==> src/rtl/msi_cache_set_pkg.sv <==
// Shared definitions for the L1 cache set: line geometry, MSI encodings and op codes.
package msi_cache_set_pkg;

    localparam int L1_LINE_SIZE = 64;   // bytes per line
    localparam int L1_TAG_WIDTH = 19;   // tag bits

    typedef enum logic [1:0] {
        MSI_I = 2'b00,
        MSI_S = 2'b01,
        MSI_M = 2'b10
    } msi_state_e;

    typedef enum logic [1:0] {
        OP_NOP       = 2'b00,
        OP_FILL      = 2'b01,
        OP_WRITE     = 2'b10,
        OP_SET_STATE = 2'b11
    } cache_op_e;

    // The unused encoding 2'b11 is folded onto Invalid so no decode can see it as valid.
    function automatic logic [1:0] msi_decode(input logic [1:0] raw);
        if (raw == 2'b11) return MSI_I;
        return raw;
    endfunction

endpackage

==> src/rtl/msi_cache_way.sv <==
// One cache way: state, tag and line registers with fill, word-enabled write and state update.
module msi_cache_way
    import msi_cache_set_pkg::*;
#(
    parameter int LINE_SIZE = L1_LINE_SIZE,
    parameter int TAG_WIDTH = L1_TAG_WIDTH
) (
    input  logic                   clk,
    input  logic                   rst_n,
    input  logic                   i_fill,
    input  logic                   i_write,
    input  logic                   i_set_state,
    input  logic [TAG_WIDTH-1:0]   i_tag,
    input  logic [1:0]             i_state,
    input  logic [LINE_SIZE*8-1:0] i_data,
    input  logic [LINE_SIZE/8-1:0] i_wen,
    output logic [1:0]             o_state,
    output logic [TAG_WIDTH-1:0]   o_tag,
    output logic [LINE_SIZE*8-1:0] o_data
);

    localparam int WORDS = LINE_SIZE / 8;

    logic [1:0]             r_state;
    logic [TAG_WIDTH-1:0]   r_tag;
    logic [LINE_SIZE*8-1:0] r_data;

    // Fill replaces the whole way; a write merges enabled words and dirties the line; set_state touches only the state.
    always_ff @(posedge clk or negedge rst_n) begin
        if (!rst_n) begin
            r_state <= MSI_I;
            r_tag   <= '0;
            r_data  <= '0;
        end else if (i_fill) begin
            r_state <= i_state;
            r_tag   <= i_tag;
            r_data  <= i_data;
        end else if (i_write) begin
            for (int k = 0; k < WORDS; k++) begin
                if (i_wen[k]) r_data[k*64 +: 64] <= i_data[k*64 +: 64];
            end
            r_state <= MSI_M;
        end else if (i_set_state) begin
            r_state <= i_state;
        end
    end

    assign o_state = msi_decode(r_state);
    assign o_tag   = r_tag;
    assign o_data  = r_data;

endmodule

==> src/rtl/msi_cache_set.sv <==
// N-way MSI cache set: combinational lookup, clocked ops, true-LRU ages and victim nomination.
module msi_cache_set
    import msi_cache_set_pkg::*;
#(
    parameter int NUM_WAYS  = 4,
    parameter int LINE_SIZE = L1_LINE_SIZE,
    parameter int TAG_WIDTH = L1_TAG_WIDTH
) (
    input  logic                          clk,
    input  logic                          rst_n,
    input  logic [TAG_WIDTH-1:0]          lookup_tag,
    output logic                          hit,
    output logic [$clog2(NUM_WAYS)-1:0]   hit_way,
    output logic [1:0]                    hit_state,
    output logic [LINE_SIZE*8-1:0]        hit_data,
    input  logic                          op_valid,
    input  logic [1:0]                    op,
    input  logic [$clog2(NUM_WAYS)-1:0]   op_way,
    input  logic [TAG_WIDTH-1:0]          op_tag,
    input  logic [1:0]                    op_state,
    input  logic [LINE_SIZE*8-1:0]        op_data,
    input  logic [LINE_SIZE/8-1:0]        op_wen,
    input  logic                          lru_touch,
    input  logic [$clog2(NUM_WAYS)-1:0]   lru_touch_way,
    output logic [$clog2(NUM_WAYS)-1:0]   victim_way,
    output logic [1:0]                    victim_state,
    output logic [TAG_WIDTH-1:0]          victim_tag,
    output logic [LINE_SIZE*8-1:0]        victim_data,
    output logic                          victim_dirty
);

    localparam int WAY_BITS  = $clog2(NUM_WAYS);
    localparam int LINE_BITS = LINE_SIZE * 8;

    logic [1:0]           w_state [NUM_WAYS];
    logic [TAG_WIDTH-1:0] w_tag   [NUM_WAYS];
    logic [LINE_BITS-1:0] w_data  [NUM_WAYS];
    logic [WAY_BITS-1:0]  r_age   [NUM_WAYS];

    logic                w_is_fill;
    logic                w_is_set;
    logic                w_wr_apply;
    logic                w_touch_en;
    logic [WAY_BITS-1:0] w_touch_way;
    logic [WAY_BITS-1:0] w_touch_age;
    logic                w_hit;
    logic [WAY_BITS-1:0] w_hit_way;
    logic                w_inv_found;
    logic [WAY_BITS-1:0] w_inv_way;
    logic [WAY_BITS-1:0] w_lru_way;
    logic [WAY_BITS-1:0] w_victim_way;

    // A write only takes effect on a valid line with at least one enabled word; otherwise it is a full no-op.
    assign w_is_fill   = op_valid && (op == OP_FILL);
    assign w_is_set    = op_valid && (op == OP_SET_STATE);
    assign w_wr_apply  = op_valid && (op == OP_WRITE) && (w_state[op_way] != MSI_I) && (|op_wen);
    assign w_touch_en  = w_is_fill || w_wr_apply || lru_touch;
    assign w_touch_way = (w_is_fill || w_wr_apply) ? op_way : lru_touch_way;
    assign w_touch_age = r_age[w_touch_way];

    for (genvar g = 0; g < NUM_WAYS; g++) begin : g_way
        logic w_sel;
        assign w_sel = (op_way == WAY_BITS'(g));
        msi_cache_way #(
            .LINE_SIZE (LINE_SIZE),
            .TAG_WIDTH (TAG_WIDTH)
        ) u_way (
            .clk         (clk),
            .rst_n       (rst_n),
            .i_fill      (w_is_fill && w_sel),
            .i_write     (w_wr_apply && w_sel),
            .i_set_state (w_is_set && w_sel),
            .i_tag       (op_tag),
            .i_state     (op_state),
            .i_data      (op_data),
            .i_wen       (op_wen),
            .o_state     (w_state[g]),
            .o_tag       (w_tag[g]),
            .o_data      (w_data[g])
        );
    end

    // True-LRU ages: the touched way becomes 0 and every way younger than it ages by one.
    always_ff @(posedge clk or negedge rst_n) begin
        if (!rst_n) begin
            for (int i = 0; i < NUM_WAYS; i++) r_age[i] <= WAY_BITS'(i);
        end else if (w_touch_en) begin
            for (int i = 0; i < NUM_WAYS; i++) begin
                if (WAY_BITS'(i) == w_touch_way)  r_age[i] <= '0;
                else if (r_age[i] < w_touch_age)  r_age[i] <= r_age[i] + WAY_BITS'(1);
            end
        end
    end

    // Hit priority encoder: scan downwards so the lowest matching way wins.
    always_comb begin
        w_hit     = 1'b0;
        w_hit_way = '0;
        for (int i = NUM_WAYS - 1; i >= 0; i--) begin
            if ((w_state[i] != MSI_I) && (w_tag[i] == lookup_tag)) begin
                w_hit     = 1'b1;
                w_hit_way = WAY_BITS'(i);
            end
        end
    end

    // Victim: lowest Invalid way if one exists, else the way holding the oldest age.
    always_comb begin
        w_lru_way   = '0;
        w_inv_found = 1'b0;
        w_inv_way   = '0;
        for (int i = 0; i < NUM_WAYS; i++) begin
            if (r_age[i] == WAY_BITS'(NUM_WAYS - 1)) w_lru_way = WAY_BITS'(i);
        end
        for (int i = NUM_WAYS - 1; i >= 0; i--) begin
            if (w_state[i] == MSI_I) begin
                w_inv_found = 1'b1;
                w_inv_way   = WAY_BITS'(i);
            end
        end
        w_victim_way = w_inv_found ? w_inv_way : w_lru_way;
    end

    assign hit          = w_hit;
    assign hit_way      = w_hit_way;
    assign hit_state    = w_hit ? w_state[w_hit_way] : 2'(MSI_I);
    assign hit_data     = w_hit ? w_data[w_hit_way] : '0;
    assign victim_way   = w_victim_way;
    assign victim_state = w_state[w_victim_way];
    assign victim_tag   = w_tag[w_victim_way];
    assign victim_data  = w_data[w_victim_way];
    assign victim_dirty = (w_state[w_victim_way] == MSI_M);

endmodule

==> config.mk <==
export PLATFORM = sky130hd
export DESIGN_NAME = msi_cache_set
export DESIGN_NICKNAME = d
export VERILOG_FILES = /design/src/rtl/msi_cache_set_pkg.sv /design/src/rtl/msi_cache_way.sv /design/src/rtl/msi_cache_set.sv
export SDC_FILE = /design/constraint.sdc
export NUM_CORES = 2
export LEC_CHECK = 0
export CORE_AREA = 2 2 636 638
export CTS_BUF_LIST = sky130_fd_sc_hd__clkbuf_4 sky130_fd_sc_hd__clkbuf_8
export CTS_CLUSTER_DIAMETER = 80
export CTS_CLUSTER_SIZE = 25
export DETAILED_ROUTE_END_ITERATION = 6
export DIE_AREA = 0 0 638 640
export GPL_ROUTABILITY_DRIVEN = 0
export MAX_ROUTING_LAYER = met4
export PLACE_DENSITY = 0.56
export SLEW_MARGIN = 20
export SYNTH_ARGS = -nofsm -noshare
export SYNTH_HDL_FRONTEND = slang
export SYNTH_SLANG_ARGS = --single-unit
==> constraint.sdc <==
create_clock -name clk -period 6.7 [get_ports clk]
set_clock_uncertainty 0.1 [all_clocks]
set_input_delay 1.34 -clock clk [delete_from_list [all_inputs] [get_ports clk]]
set_output_delay 1.34 -clock clk [all_outputs]
set_load 0.005 [all_outputs]
==> impl_metrics.json <==
{
  "worstMarginPinSlew_ps": 977,
  "final_cell_area_um2": 145000,
  "dpl_cell_area_um2": 141000,
  "setup_tns_ps": 0,
  "r2r-end": "g_way[3].u_way.o_data[142]",
  "syn_avg_cell_area_um2": 10.8,
  "die_area_um2": 408000,
  "synth_edf_count": 0,
  "clockRootBuffer": "clkbuf_8",
  "htree_levels": 4,
  "dr.pass1.iters": 5,
  "grt_usage_pct": 24.0,
  "first_global_vias": 89300,
  "wl_per_cell_um": 28.0,
  "ff2ff_path_depth": 10,
  "antenna_found_initial": 188,
  "grt_pass1_wl_um": 698000,
  "place_ws_ps": -4.59,
  "wirelength_um": 494000,
  "ys_types": 51,
  "ioPinCount": 1623,
  "yosysSeqAreaShare_pct": 46.5,
  "critPathLaunchType": "input port",
  "min_path_type": "in -> async",
  "synth_seq_cells": 2140,
  "via_per_inst": 5.21,
  "worstReg2RegStart": "g_way[1].u_way.r_state[1]",
  "finish.utilization_pct": 36.1,
  "fmax_mhz": 152,
  "synthCells": 10600,
  "nFillCells": 40100,
  "r2r_slack_ps": 2940,
  "critical_path.max_fanout": 20,
  "clk_pin_slew_worst_paths_ps": 160,
  "async_reset_ff_share_pct": 100,
  "irDropWorstVdd_mv": 0.247,
  "yosys_warnings": 0,
  "worstSetupPathType": "in -> out",
  "grt_max_degree": 154,
  "drt-initial-drc-count": 7077,
  "drive_above_1_share_pct": 24.7,
  "cellPowerDensity_nw_per_um2": 366,
  "finalSetupViolCount": 0,
  "dp_hpwl_um": 366000,
  "die_x_um": 638,
  "period_share_pct": 98.0,
  "status": "finished clean",
  "timing.final.ws_setup_ps": 136,
  "final_net_count": 12700,
  "post-cts-setup-buffers": 0,
  "synthFlopType": "dfrtp_1",
  "cts_tree": "yes",
  "power.leakage_uw": 0.0586,
  "ant_nets": 0,
  "drv_slew": 0,
  "syn_nets": 11200,
  "cts_buffer_depth": 4,
  "num_vias": 92000,
  "yosysTopAreaCell": "dfrtp_1",
  "cap_violations": 0,
  "relSlewSlack_pct": 34.6,
  "ys_top_cells_by_count": "dfrtp_1, mux2_2, nand2_1",
  "min_period_ps": 6560,
  "area_growth_pct": 26.0,
  "worst-endpoint-required_ps": 5260,
  "hold_violations": 0,
  "initial_core_util_pct": 28.7,
  "synthTopCellsByArea": "dfrtp_1, mux2_2, mux2i_1, nand2_1, a211oi_1",
  "syn_area_um2": 115000,
  "cts_made_buffers": 149,
  "clock_latency_ps": 1100,
  "arrival_ps": 5120,
  "yosysMostFrequentCell": "dfrtp_1",
  "drc_errors": 0,
  "die_y_um": 640,
  "cp-startpoint": "lookup_tag[8]",
  "synth_top_cell_area_share_pct": 46.4,
  "grt-ovfl-total": 0,
  "core_um2": 401000,
  "num_rows": 233,
  "hold_ws_ps": 200,
  "port_buffers": 1622,
  "clock_sinks": 2140,
  "end_kind": "output port"
}
kinds of logic after synthesis:
| group | synth area share [%] |
|---|---|
| AOI/OAI and AO/OA | 6.72 |
| muxes | 29.8 |
| buffers and inverters | 3.23 |
| and+or+nand+nor | 13.1 |
| xor gates and xnor gates | 0.578 |
| adders and majority gates | 0.120 |
| DFF | 46.5 |
layout make-up:
type	count	area, um^2	share of cell area (%)
repair buffers	2160	22700	15.6
well taps	5287	6620	4.56
flip-flops and latches	2140	53600	36.9
inverters	19	86.3	0.0595
diodes	144	360	0.248
clock buffers	167	2220	1.53
clock inverters	98	1360	0.936
multi-input cells	7627	58200	40.1
cell usage in the layout, fill, tap and decap left out, types with 9 or more instances in the layout:
cell | synthesis | layout
buf_4 | 0 | 356
clkbuf_8 | 0 | 154
a31oi_1 | 536 | 523
a31oi_2 | 0 | 13
nor4_1 | 11 | 11
mux2i_1 | 1031 | 1025
clkinvlp_4 | 0 | 9
clkinv_8 | 0 | 18
inv_1 | 18 | 17
nand4_1 | 12 | 12
and3_1 | 516 | 516
ha_1 | 11 | 11
xnor2_1 | 48 | 48
inv_8 | 0 | 18
xor2_1 | 28 | 28
a211oi_1 | 542 | 540
diode_2 | 0 | 144
bufinv_16 | 0 | 10
clkdlybuf4s50_1 | 0 | 1609
mux2_2 | 2125 | 2125
clkbuf_4 | 0 | 13
and2_1 | 533 | 533
dfrtp_1 | 2136 | 2136
buf_12 | 0 | 188
nor2_1 | 48 | 21
nor2_4 | 0 | 33
o21ai_0 | 12 | 12
nand2_1 | 2101 | 2100
inv_6 | 0 | 27
registers in the layout, indices dropped and copies added, names as in the netlist:
register	flops
r_age	8
g_way.u_way.o_tag	76
g_way.u_way.o_data	2048
g_way.u_way.r_state	8
critical path, cell delays in order:
cell	delay, ps
clkdlybuf4s50_1	570
xnor2_1	290
nand4_1	160
nor3_2	220
nand3_1	170
a211oi_4	400
buf_12	260
buf_12	230
buf_4	210
mux2i_1	420
nand2_1	90
and3_1	190
clkdlybuf4s50_1	440
where the power goes:
group	internal [uW]	total [uW]	switching, uW
clock	2920	8280	5360
sequential	16500	19300	2780
combinational	11700	25600	13800
total	31100	53100	22000
worst max path at each step:
stage	to	slack, ps	cells after the start
after floorplan	hit_data[492]	1660	12
after global placement	hit_data[478]	0.1	11
after detailed placement	hit_data[290]	-5	12
after CTS	victim_data[104]	7	12
after global routing	victim_data[278]	-10	12
final	hit_data[295]	140	13
metal layers:
layer | share of wire (%) | global-route usage [%] | up-vias | wire length [um]
met2 | 45 | 36.2 | 2900 | 222000
li1 | - | - | 40800 | -
met1 | 43 | 30.8 | 47500 | 212000
met4 | 5.1 | 11.1 | 0 | 25400
met5 | 0 | - | - | 0
met3 | 7.0 | 5.23 | 737 | 34800
what timing repair did:
item                       CTS  global route
resized for setup            3            22
pin swaps                    0             1
hold buffers                 0             0
setup endpoints to repair    3            69
per-stage QoR:
step / std cells / total power [uW]
final: 17600 / 53100
after global routing: 17600 / 56200
after CTS: 17500 / 53500
after detailed placement: 17200 / 45100
after global placement: 17200 / 44800
after floorplan: 10600 / 30600
No activity file was read; power rests on OpenSTA's default activity.
